[src/rtl/spi_slave_mc_if.sv]
// spi_slave_mc_if
//   Bundles the SPI pins, mode inputs, receive stream, transmit holding-buffer
//   handshake and frame status of spi_slave_mc.
//   Modports:
//     slave  - the SPI slave block (drives miso, rx_*, tx_ready, status).
//     master - the surrounding logic / pad ring (drives pins, mode, tx_*).
//   Parameters: WIDTH (bits per word), CNT_W (word counter width).
interface spi_slave_mc_if #(
    parameter int WIDTH = 8,
    parameter int CNT_W = 16
);
    logic             sck;
    logic             ssel_n;
    logic             mosi;
    logic             cpol;
    logic             cpha;
    logic             miso;
    logic             miso_oe;
    logic [WIDTH-1:0] rx_data;
    logic             rx_valid;
    logic [WIDTH-1:0] tx_data;
    logic             tx_valid;
    logic             tx_ready;
    logic             tx_underrun;
    logic             frame_active;
    logic             frame_abort;
    logic [CNT_W-1:0] word_count;

    modport slave (
        input  sck, ssel_n, mosi, cpol, cpha, tx_data, tx_valid,
        output miso, miso_oe, rx_data, rx_valid, tx_ready, tx_underrun,
               frame_active, frame_abort, word_count
    );

    modport master (
        output sck, ssel_n, mosi, cpol, cpha, tx_data, tx_valid,
        input  miso, miso_oe, rx_data, rx_valid, tx_ready, tx_underrun,
               frame_active, frame_abort, word_count
    );
endinterface

[src/rtl/spi_slave_mc.sv]
// spi_slave_mc
//   Oversampled multi-mode SPI slave. SCK, SSEL_n and MOSI are synchronised
//   into clk and edge-detected; all four CPOL/CPHA modes are supported with a
//   WIDTH-bit MSB-first word. A one-entry transmit holding buffer (valid/ready)
//   feeds the transmit shift register; DEFAULT_RESP is sent when it is empty.
//   Ports:
//     clk    - system clock, all logic on posedge
//     rst_n  - asynchronous active-low reset
//     bus    - spi_slave_mc_if.slave: pins, mode, rx stream, tx handshake,
//              frame status and per-frame word counter
module spi_slave_mc #(
    parameter int               WIDTH        = 8,
    parameter logic [WIDTH-1:0] DEFAULT_RESP = '0,
    parameter int               CNT_W        = 16
) (
    input  logic          clk,
    input  logic          rst_n,
    spi_slave_mc_if.slave bus
);
    localparam int               BIT_W    = $clog2(WIDTH);
    localparam logic [BIT_W-1:0] LAST_BIT = BIT_W'(WIDTH - 1);

    localparam logic [0:0] ST_IDLE   = 1'b0;
    localparam logic [0:0] ST_ACTIVE = 1'b1;

    // {sck, ssel_n, mosi}
    logic [2:0]       sync1_reg;
    logic [2:0]       sync2_reg;
    logic             sck_d_reg;
    logic             ssel_d_reg;

    logic [0:0]       state_reg;
    logic             cpol_reg;
    logic             cpha_reg;
    logic [BIT_W-1:0] bit_cnt_reg;
    logic [WIDTH-1:0] rx_shift_reg;
    logic [WIDTH-1:0] rx_data_reg;
    logic             rx_valid_reg;
    logic             word_done_reg;
    logic             load_pend_reg;
    logic [WIDTH-1:0] tx_shift_reg;
    logic [WIDTH-1:0] buf_reg;
    logic             buf_full_reg;
    logic             miso_reg;
    logic             underrun_reg;
    logic             abort_reg;
    logic [CNT_W-1:0] word_count_reg;

    logic             sck_s;
    logic             ssel_s;
    logic             mosi_s;
    logic             sck_rise;
    logic             sck_fall;
    logic             ssel_rise;
    logic             ssel_fall;
    logic             lead_edge;
    logic             trail_edge;
    logic             sample_edge;
    logic             launch_edge;
    logic             active;
    logic             frame_start;
    logic             in_frame;
    logic             accept;
    logic             load;
    logic             underrun;
    logic [WIDTH-1:0] load_word;

    // The ssel_n chain resets to 0 (selected) so that a select that is already
    // low when reset releases never produces a falling edge; only a fresh
    // high-to-low transition starts a frame.
    always_ff @(posedge clk or negedge rst_n) begin
        if (!rst_n) begin
            sync1_reg  <= '0;
            sync2_reg  <= '0;
            sck_d_reg  <= 1'b0;
            ssel_d_reg <= 1'b0;
        end else begin
            sync1_reg  <= {bus.sck, bus.ssel_n, bus.mosi};
            sync2_reg  <= sync1_reg;
            sck_d_reg  <= sync2_reg[2];
            ssel_d_reg <= sync2_reg[1];
        end
    end

    assign sck_s  = sync2_reg[2];
    assign ssel_s = sync2_reg[1];
    assign mosi_s = sync2_reg[0];

    assign sck_rise  = sck_s & ~sck_d_reg;
    assign sck_fall  = ~sck_s & sck_d_reg;
    assign ssel_rise = ssel_s & ~ssel_d_reg;
    assign ssel_fall = ~ssel_s & ssel_d_reg;

    assign lead_edge   = cpol_reg ? sck_fall : sck_rise;
    assign trail_edge  = cpol_reg ? sck_rise : sck_fall;
    assign sample_edge = cpha_reg ? trail_edge : lead_edge;
    assign launch_edge = cpha_reg ? lead_edge : trail_edge;

    assign active      = (state_reg == ST_ACTIVE);
    assign frame_start = (state_reg == ST_IDLE) && ssel_fall;
    // A select release takes priority over any SCK edge seen in the same cycle.
    assign in_frame    = active && !ssel_rise;

    assign accept = bus.tx_valid && !buf_full_reg;

    // Mode 0/2 must present the first bit before the first (sampling) edge, so
    // that load happens on frame entry using the live cpha pin being latched.
    assign load = (frame_start && !bus.cpha)
               || (in_frame && launch_edge && load_pend_reg);

    // An accept that coincides with a load on an empty buffer bypasses it.
    assign load_word = buf_full_reg ? buf_reg
                     : (accept ? bus.tx_data : DEFAULT_RESP);
    assign underrun  = load && !buf_full_reg && !accept;

    // Frame control and receive path.
    always_ff @(posedge clk or negedge rst_n) begin
        if (!rst_n) begin
            state_reg     <= ST_IDLE;
            cpol_reg      <= 1'b0;
            cpha_reg      <= 1'b0;
            bit_cnt_reg   <= '0;
            rx_shift_reg  <= '0;
            word_done_reg <= 1'b0;
            load_pend_reg <= 1'b0;
            abort_reg     <= 1'b0;
        end else begin
            word_done_reg <= 1'b0;
            abort_reg     <= 1'b0;
            if (frame_start) begin
                state_reg     <= ST_ACTIVE;
                cpol_reg      <= bus.cpol;
                cpha_reg      <= bus.cpha;
                bit_cnt_reg   <= '0;
                load_pend_reg <= bus.cpha;
            end else if (active && ssel_rise) begin
                state_reg     <= ST_IDLE;
                bit_cnt_reg   <= '0;
                load_pend_reg <= 1'b0;
                abort_reg     <= (bit_cnt_reg != '0);
            end else if (in_frame) begin
                if (launch_edge && load_pend_reg) begin
                    load_pend_reg <= 1'b0;
                end
                if (sample_edge) begin
                    rx_shift_reg <= {rx_shift_reg[WIDTH-2:0], mosi_s};
                    if (bit_cnt_reg == LAST_BIT) begin
                        bit_cnt_reg   <= '0;
                        word_done_reg <= 1'b1;
                        load_pend_reg <= 1'b1;
                    end else begin
                        bit_cnt_reg <= bit_cnt_reg + BIT_W'(1);
                    end
                end
            end
        end
    end

    // Transmit path, holding buffer and registered outputs.
    always_ff @(posedge clk or negedge rst_n) begin
        if (!rst_n) begin
            rx_data_reg    <= '0;
            rx_valid_reg   <= 1'b0;
            word_count_reg <= '0;
            tx_shift_reg   <= '0;
            buf_reg        <= '0;
            buf_full_reg   <= 1'b0;
            underrun_reg   <= 1'b0;
            miso_reg       <= 1'b0;
        end else begin
            rx_valid_reg <= word_done_reg;
            if (word_done_reg) begin
                rx_data_reg <= rx_shift_reg;
            end

            if (frame_start) begin
                word_count_reg <= '0;
            end else if (word_done_reg && (word_count_reg != '1)) begin
                word_count_reg <= word_count_reg + CNT_W'(1);
            end

            if (load) begin
                tx_shift_reg <= load_word;
            end else if (in_frame && launch_edge) begin
                tx_shift_reg <= tx_shift_reg << 1;
            end

            if (load) begin
                buf_full_reg <= 1'b0;
            end else if (accept) begin
                buf_full_reg <= 1'b1;
                buf_reg      <= bus.tx_data;
            end

            underrun_reg <= underrun;
            // Extra register stage puts miso 4 clk after the pin edge.
            miso_reg     <= active ? tx_shift_reg[WIDTH-1] : 1'b0;
        end
    end

    assign bus.miso         = miso_reg;
    assign bus.miso_oe      = active;
    assign bus.rx_data      = rx_data_reg;
    assign bus.rx_valid     = rx_valid_reg;
    assign bus.tx_ready     = !buf_full_reg;
    assign bus.tx_underrun  = underrun_reg;
    assign bus.frame_active = active;
    assign bus.frame_abort  = abort_reg;
    assign bus.word_count   = word_count_reg;
endmodule

[src/flat_wrapper.sv]
// flat-port wrapper written by rule: the top's interface ports become plain ports
module spi_slave_mc_flat 
#(
    parameter int               WIDTH        = 8,
    parameter logic [WIDTH-1:0] DEFAULT_RESP = '0,
    parameter int               CNT_W        = 16
)
  (clk, rst_n, bus_sck, bus_ssel_n, bus_mosi, bus_cpol, bus_cpha, bus_tx_data, bus_tx_valid, bus_miso, bus_miso_oe, bus_rx_data, bus_rx_valid, bus_tx_ready, bus_tx_underrun, bus_frame_active, bus_frame_abort, bus_word_count);
  spi_slave_mc_if #(.WIDTH(WIDTH), .CNT_W(CNT_W)) bus_i ();
  input  logic clk;
  input  logic rst_n;
  input wire logic [$bits(bus_i.sck)-1:0] bus_sck;
  input wire logic [$bits(bus_i.ssel_n)-1:0] bus_ssel_n;
  input wire logic [$bits(bus_i.mosi)-1:0] bus_mosi;
  input wire logic [$bits(bus_i.cpol)-1:0] bus_cpol;
  input wire logic [$bits(bus_i.cpha)-1:0] bus_cpha;
  input wire logic [$bits(bus_i.tx_data)-1:0] bus_tx_data;
  input wire logic [$bits(bus_i.tx_valid)-1:0] bus_tx_valid;
  output wire logic [$bits(bus_i.miso)-1:0] bus_miso;
  output wire logic [$bits(bus_i.miso_oe)-1:0] bus_miso_oe;
  output wire logic [$bits(bus_i.rx_data)-1:0] bus_rx_data;
  output wire logic [$bits(bus_i.rx_valid)-1:0] bus_rx_valid;
  output wire logic [$bits(bus_i.tx_ready)-1:0] bus_tx_ready;
  output wire logic [$bits(bus_i.tx_underrun)-1:0] bus_tx_underrun;
  output wire logic [$bits(bus_i.frame_active)-1:0] bus_frame_active;
  output wire logic [$bits(bus_i.frame_abort)-1:0] bus_frame_abort;
  output wire logic [$bits(bus_i.word_count)-1:0] bus_word_count;
  assign bus_i.sck = bus_sck;
  assign bus_i.ssel_n = bus_ssel_n;
  assign bus_i.mosi = bus_mosi;
  assign bus_i.cpol = bus_cpol;
  assign bus_i.cpha = bus_cpha;
  assign bus_i.tx_data = bus_tx_data;
  assign bus_i.tx_valid = bus_tx_valid;
  assign bus_miso = bus_i.miso;
  assign bus_miso_oe = bus_i.miso_oe;
  assign bus_rx_data = bus_i.rx_data;
  assign bus_rx_valid = bus_i.rx_valid;
  assign bus_tx_ready = bus_i.tx_ready;
  assign bus_tx_underrun = bus_i.tx_underrun;
  assign bus_frame_active = bus_i.frame_active;
  assign bus_frame_abort = bus_i.frame_abort;
  assign bus_word_count = bus_i.word_count;
  spi_slave_mc #(.WIDTH(WIDTH), .DEFAULT_RESP(DEFAULT_RESP), .CNT_W(CNT_W)) u_core (.clk(clk), .rst_n(rst_n), .bus(bus_i));
endmodule
[config.mk]
export PLATFORM = sky130hd
export DESIGN_NAME = spi_slave_mc_flat
export DESIGN_NICKNAME = d
export VERILOG_FILES = /design/src/rtl/spi_slave_mc_if.sv /design/src/rtl/spi_slave_mc.sv /design/src/flat_wrapper.sv
export SDC_FILE = /design/constraint.sdc
export NUM_CORES = 1
export LEC_CHECK = 0
export BUFFER_PORTS_ARGS = -buffer_cell sky130_fd_sc_hd__buf_2
export CORE_UTILIZATION = 56
export DETAILED_ROUTE_END_ITERATION = 8
export GPL_ROUTABILITY_DRIVEN = 0
export PLACE_DENSITY = 0.83
export SYNTH_ARGS = -nofsm -noshare
export SYNTH_HDL_FRONTEND = slang
export SYNTH_SLANG_ARGS = --single-unit
[constraint.sdc]
create_clock -name clk -period 2.15 [get_ports clk]
set_clock_uncertainty 0.1 [all_clocks]
set_input_delay 0.43 -clock clk [delete_from_list [all_inputs] [get_ports clk]]
set_output_delay 0.43 -clock clk [all_outputs]
set_load 0.02 [all_outputs]
Word level (Yosys, flattened, before mapping)
Cells that the tools add are included.
- bits in registers: 69
- input bits: 16
- output and inout bits: 31
- logic and storage cells: 95
- add/subtract/negate cells: 2
- equality and inequality tests: 2
- muxes and demuxes: 33
- bitwise logic cells: 12
- reduce and logical (&&, ||, !) cells: 26
- operators by type and width (cell ; number):
    two-way mux 16 bit ; 2
    two-way mux 8 bit ; 4
    two-way mux 1 bit ; 22
    adder 16 x 1 -> 16 bit, second input constant ; 1
    inequality test 16 bit, second input constant ; 1
    two-way mux 3 bit ; 5
    logical AND 1 bit ; 11
    nonzero test 3 bit ; 3
    NOT 1 bit ; 8
    nonzero test 2 bit ; 4
    bitwise AND 1 bit ; 4
    logical NOT 1 bit ; 4
    AND reduction 2 bit ; 2
    AND reduction 4 bit ; 1
    adder 3 x 1 -> 3 bit, second input constant ; 1
    == test 3 bit, second input constant ; 1
    logical OR 1 bit ; 1

Logic depth before layout (Yosys ltp)
Gate-level depths: netlist of the first run.
- word-level depth: 11
- depth in mapped cells: 6

Worst setup path before layout of the first run
No wires, ideal clock.
- kind: register to register
- start: register u_core.word_count_reg[0] (netlist: u_core.bus.word_count[0])
- end: register u_core.word_count_reg[14] (netlist: u_core.bus.word_count[14])
- arrival time: 1.856 ns
- data required time: 1.972 ns
- slack: 0.116 ns
- stages on the path, launching flop included: 7
- clock period less this slack: 2.034 ns
- cell sequence: dfrtp_1 ha_1 nand3_1 or3_1 clkbuf_2 or4_1 a21oi_1
- longest elaborated chain between the ends: 3
- RTL lines (item ; line ; RTL):
    start: declaration ; spi_slave_mc.sv:47 ; logic [CNT_W-1:0] word_count_reg;
    start signal: assignment ; spi_slave_mc.sv:179 ; word_count_reg <= word_count_reg + CNT_W'(1);
    adder 16 x 1 -> 16 bit or inequality test 16 bit (tied branches) ; spi_slave_mc.sv:179, spi_slave_mc.sv:178 ;
    two-way mux 16 bit or logical AND 1 bit (tied branches) ; spi_slave_mc.sv:178 ; end else if (word_done_reg && (word_count_reg != '1)) begin
    two-way mux 16 bit or nonzero test 2 bit (tied branches) ; - ;
Parallel ways exist; a longest one is shown, timed or not. The select of a mux whose other input is x is not followed.
A chain may end at the register's enable or synchronous reset.

Worst setup path in the final report of the first run
- start: register u_core.cpol_reg
- end: register u_core.rx_shift_reg[6]
- longest elaborated chain between the ends: 3
- RTL lines (item ; line ; RTL):
    start: declaration ; spi_slave_mc.sv:33 ; logic cpol_reg;
    start signal: assignment ; spi_slave_mc.sv:132 ; cpol_reg <= bus.cpol;
    two-way mux 1 bit, on equally long branches ; spi_slave_mc.sv:94, spi_slave_mc.sv:95 ;
    two-way mux 1 bit * ; spi_slave_mc.sv:96 ; assign sample_edge = cpha_reg ? trail_edge : lead_edge;
    AND reduction 4 bit (no line) * ; - ;
    end signal: assignment ; spi_slave_mc.sv:146 ; rx_shift_reg <= {rx_shift_reg[WIDTH-2:0], mosi_s};
    end: declaration ; spi_slave_mc.sv:36 ; logic [WIDTH-1:0] rx_shift_reg;
Every way passes the cells marked *; elsewhere a longest branch is shown, timed or not.

==> results of run 1 <==
## logic make-up (layout without fill, tap and decap cells)
family          count (synthesis)  in the layout  synth area share (%)
xor+xnor                        4              4                  1.13
fa+ha+maj                       4              4                  1.61
mux                            43             43                  14.9
simple gates                   57             57                  11.2
buf+inv                        26             89                  3.34
compound gates                 51             51                  12.2
flops                          69             69                  55.6
## synthesized netlist by cell type, types with 6 or more instances
master	count
nor2_1	8
mux2i_1	16
a21oi_1	14
dfrtp_1	69
or3_1	6
inv_1	18
mux2_2	27
nand2_1	7
o31ai_1	7
o21ai_0	8
a22o_1	7
or4_1	6
## what timing repair did
action	in CTS	in global routing
gates resized for setup	0	2
setup buffers	0	0
endpoints found under the setup margin	0	3
## where the power goes
part           switching, mW  total, mW  internal, mW
combinational          0.323      0.685         0.362
clock                  0.467      0.971         0.505
sequential             0.162       1.73          1.56
total                  0.952       3.38          2.43
## critical path, cell delays in order, from the launching register on
cell	delay [ns]
dfrtp_1	0.39
xor2_1	0.26
mux2_2	0.43
nor2_2	0.39
mux2_2	0.39
## final cells by class
class	instances	area [sq um]	share of cell area [%]
clock inverter	3	20.0	0.546
multi-input combinational	159	1280	35.0
clock buffer	12	165	4.50
sequential	69	1730	47.1
timing repair buffer	56	318	8.67
tap	70	87.6	2.39
inverter	18	67.6	1.84
## metrics by stage
step                util [%]  hold slack, ns  setup slack (ns)  cell area, sq um  std cells
CTS                     69.9         0.00213            0.0572              3660        387
global placement        66.4           0.233             0.165              3480        372
finish                  70.0        -0.00864            0.0642              3670        387
global route            70.0          0.0273           0.00549              3670        387
floorplan                  -          0.0344             0.116              3110        254
detailed placement      66.4           0.240            0.0929              3480        372
## metal layers
| metal | part of all wire, % | GRT usage [%] | vias to the layer above | wire (um) |
|---|---|---|---|---|
| met5 | 0 | 0 | - | 0 |
| met4 | 1.6 | 7.69 | 0 | 95 |
| met3 | 3.5 | 5.51 | 11 | 205 |
| met2 | 48 | 32.5 | 47 | 2810 |
| met1 | 46 | 29.3 | 1083 | 2700 |
| li1 | - | - | 1054 | - |
## worst min-delay path by stage
stage / start / to / slack, ns / depth (start not counted)
after floorplan: rst_n / u_core.bit_cnt_reg[0] / 0.03 / 0
after global placement: u_core.sync1_reg[0] / u_core.sync2_reg[0] / 0.23 / 0
after detailed placement: u_core.sync1_reg[2] / u_core.sync2_reg[2] / 0.24 / 0
after CTS: rst_n / u_core.bus.word_count[5] / 0.002 / 2
after global routing: rst_n / u_core.bus.rx_data[5] / 0.03 / 2
final: rst_n / u_core.bus.rx_data[5] / -0.009 / 2
==> results_dict.tcl, run 1 <==
set metrics [dict create \
    status "complete, but fails checks" \
    violations "hold timing" \
    reg2reg_to "u_core.rx_shift_reg[6]" \
    rrSetupSlack_ns 0.06 \
    syn_to_final_growth_pct 18.0 \
    async_flop_share_pct 100 \
    antenna_found_initial 0 \
    synth_area_per_cell_sq_um 12.2 \
    setup_viol 0 \
    grt_max_degree 70 \
    mappedNetlistNets 274 \
    start_util_pct 59.3 \
    cts_tree "done" \
    vias 2195 \
    dr.pass1.iters 4 \
    worstSetupPathType "reg2reg" \
    timing.fmax_mhz 479 \
    critPathArrivalTime_ns 2.20 \
    gr-total-overflow 0 \
    clock_sinks 69 \
    grt_setup_unrepaired "false" \
    synth.distinct_cells 44 \
    routedWlPerCell_um 15.0 \
    critPathLaunch "u_core.cpol_reg" \
    clkTransAtPathRegs_ns 0.07 \
    hpwl_um 4060 \
    track_usage_pct 21.2 \
    hold_violations 3 \
    wl_um 5810 \
    layout_commonest_cell "dfrtp_1" \
    cts_hold_buffers 0 \
    reg2reg_depth 4 \
    synth_top_area_cell "dfrtp_1" \
    antenna_cells 0 \
    ios 47 \
    cts_made_buffers 9 \
    portBuffers 46 \
    grt_pass1_vias 2070 \
    ir_drop_v 0.000609 \
    worstPathMaxFanout 10 \
    seq_area_frac_synth_pct 55.6 \
    drtIter0Drc 163 \
    synth_edf_count 0 \
    drive_gt1_share_pct 34.1 \
    setup_tns_ns 0 \
    maxSlewViolCount 0 \
    min_path_type "in2async" \
    core_area_sq_um 5240 \
    r2r_start "u_core.cpol_reg" \
    post-route-period-util_pct 97.0 \
    whs_ns -0.00864 \
    rows 26 \
    layout_common_cells "dfrtp_1, buf_2, mux2_2" \
    syn_area_sq_um 3110 \
    synthCells 254 \
    die_x_um 76.5 \
    yosysWarnings 0 \
    die_area_sq_um 5850 \
    power_mw 3.38 \
    leakage_nw 1.79 \
    ys_top_cells_by_area "dfrtp_1, mux2_2, mux2i_1" \
    power_density_nw_per_um2 922 \
    clk_latency_ns 0.34 \
    die_h_um 76.5 \
    fin_nets 333 \
    drt-vias-per-instance 5.67 \
    relSlewSlack_pct 63.1 \
    htreeDepth 3 \
    yosys_most_used_dff "dfrtp_1" \
    synth_top_area_share_pct 55.6 \
    grt_pass1_wl_um 9750 \
    maxCapViolations 0 \
    crit_end "u_core.rx_shift_reg[6]" \
    largest_reg_flops 16 \
    end_kind "flip-flop" \
    worstPathRequired_ns 2.26 \
    critPathLaunchType "flip-flop" \
    ant_nets 0 \
    clockBufferDepth 2 \
    worst_slew_pin_slew_ns 0.551 \
    fin_crit_ns 2.09 \
    cts-root-buf "clkbuf_8" \
    drc 0 \
    ys_ff_latch 69 \
    fillers 389 \
]
No activity file was read; power rests on OpenSTA's default activity.
==> inputs of run 2 (changes only) <==
==> constraint.sdc (replaced) <==
create_clock -name clk -period 2.3 [get_ports clk]
set_clock_uncertainty 0.1 [all_clocks]
set_input_delay 0.46 -clock clk [delete_from_list [all_inputs] [get_ports clk]]
set_output_delay 0.46 -clock clk [all_outputs]
set_load 0.02 [all_outputs]
==> results_dict.tcl, run 2 (same netlist as run 1, synthesis figures left out) <==
set metrics [dict create \
    post-cts-setup-buffer-count 0 \
    fin_crit_ns 2.06 \
    worst_slew_pin_slew_ns 0.614 \
    reg2reg_to "u_core.rx_shift_reg[2]" \
    cts_tree "done" \
    cts-root-buf "clkbuf_8" \
    track_usage_pct 22.1 \
    die_x_um 76.5 \
    wl_um 5850 \
    fillers 384 \
    drive_gt1_share_pct 32.8 \
    status "completed" \
    maxCapViolations 0 \
    routedWlPerCell_um 15.2 \
    grt_pass1_wl_um 9920 \
    timing.fmax_mhz 486 \
    leakage_nw 1.79 \
    syn_to_final_growth_pct 18.7 \
    crit_chain "xor2_1 > mux2_2 > nor2_2 > mux2_2" \
    drtIter0Drc 89 \
    seq_area_sq_um 1730 \
    r2r_start "u_core.cpol_reg" \
    start_util_pct 59.3 \
    worst_path_most_repeated_cell "mux2_2" \
    layout_common_cells "dfrtp_1, buf_2, mux2_2" \
    drt-vias-per-instance 5.59 \
    whs_ns 0.0138 \
    layout_commonest_cell "dfrtp_1" \
    drc 0 \
    antenna_found_initial 0 \
    worstPathMaxFanout 10 \
    vias 2147 \
    grt_max_degree 26 \
    power_density_nw_per_um2 906 \
    dr.pass1.iters 4 \
    post-route-period-util_pct 89.5 \
    die_h_um 76.5 \
    hold_violations 0 \
    worstPathRequired_ns 2.44 \
    min_path_type "in2async" \
    critPathLaunchType "flip-flop" \
    fin_nets 330 \
    clkTransAtPathRegs_ns 0.08 \
    hpwl_um 4010 \
    grt_pass1_vias 2126 \
    slowest_stage "mux2_2" \
    core_area_sq_um 5240 \
    largest_reg_flops 16 \
    portBuffers 46 \
    htreeDepth 3 \
    clockBufferDepth 2 \
    setup_tns_ns 0 \
    die_area_sq_um 5850 \
    maxSlewViolCount 0 \
    cts_hold_buffers 0 \
    rrSetupSlack_ns 0.24 \
    rows 26 \
    clk_latency_ns 0.35 \
    grt_setup_unrepaired "false" \
    ant_nets 0 \
    antenna_cells 0 \
    cts_made_buffers 9 \
    clock_sinks 69 \
    multi_input_area_sq_um 1280 \
    worstSetupPathType "reg2reg" \
    gr-total-overflow 0 \
    ir_drop_v 0.000628 \
    cts_resized 0 \
    relSlewSlack_pct 59.1 \
    ios 47 \
    setup_viol 0 \
    end_kind "flip-flop" \
    reg2reg_depth 4 \
    cp_slowest_stage_delay_ns 0.43 \
    critPathArrivalTime_ns 2.20 \
]
run 2: cell count changes in the layout (fill, tap and decap cells not counted), moves of 2 or more:
cell,change
buf_4,-4
bufinv_16,+2
clkbuf_8,-2
clkinv_4,+2
run 2: layout make-up:
class | instances | area share (%)
tap | 70 | 2.37
sequential | 69 | 46.8
timing repair buffer | 53 | 8.34
inverter | 18 | 1.83
clock inverter | 5 | 2.31
clock buffer | 10 | 3.73
multi-input combinational | 159 | 34.6
run 2: metrics by stage:
stage / std cells / power (mW) / utilization, % / worst slack, ns / area (sq um)
after floorplan: 254 / 2.07 / - / 0.266 / 3110
after global placement: 369 / 2.22 / 66.2 / 0.300 / 3470
after detailed placement: 369 / 2.26 / 66.2 / 0.268 / 3470
after CTS: 384 / 3.38 / 70.4 / 0.221 / 3690
after global routing: 384 / 3.51 / 70.4 / 0.140 / 3690
final: 384 / 3.34 / 70.4 / 0.242 / 3690
run 2: critical path: cells and delay by family, from the launching register on:
kind,cells,cell delay [ns]
muxes,2,0.82
DFF,1,0.40
and+or+nand+nor,1,0.37
xor gates and xnor gates,1,0.27
run 2: layer usage:
layer | vias to the layer above | global-route usage (%) | wire [um]
li1 | 1040 | - | -
met1 | 1062 | 27.7 | 2680
met2 | 34 | 35.9 | 2890
met3 | 11 | 7.43 | 224
met4 | 0 | 7.50 | 63
met5 | - | 0 | 0
run 2: worst max path at each step:
| stage | start | to | slack, ns | cells past startpoint |
|---|---|---|---|---|
| 5_1_grt | u_core.bus.word_count[12] | u_core.bus.word_count[3] | 0.14 | 4 |
| 3_5_place_dp | u_core.cpol_reg | u_core.rx_shift_reg[2] | 0.27 | 4 |
| 6_report | u_core.cpol_reg | u_core.rx_shift_reg[2] | 0.24 | 4 |
| 2_1_floorplan | u_core.bus.word_count[0] | u_core.bus.word_count[14] | 0.27 | 6 |
| 4_1_cts | u_core.cpol_reg | u_core.rx_shift_reg[2] | 0.22 | 4 |
| 3_3_place_gp | u_core.cpol_reg | u_core.rx_shift_reg[7] | 0.30 | 4 |
run 2: report_power, final:
group | total (mW) | internal [mW] | switching [mW] | leakage (nW)
Sequential | 1.63 | 1.46 | 0.169 | 0.889
Clock | 1.10 | 0.637 | 0.467 | 0.109
Combinational | 0.608 | 0.331 | 0.277 | 0.796
Total | 3.34 | 2.43 | 0.913 | 1.79
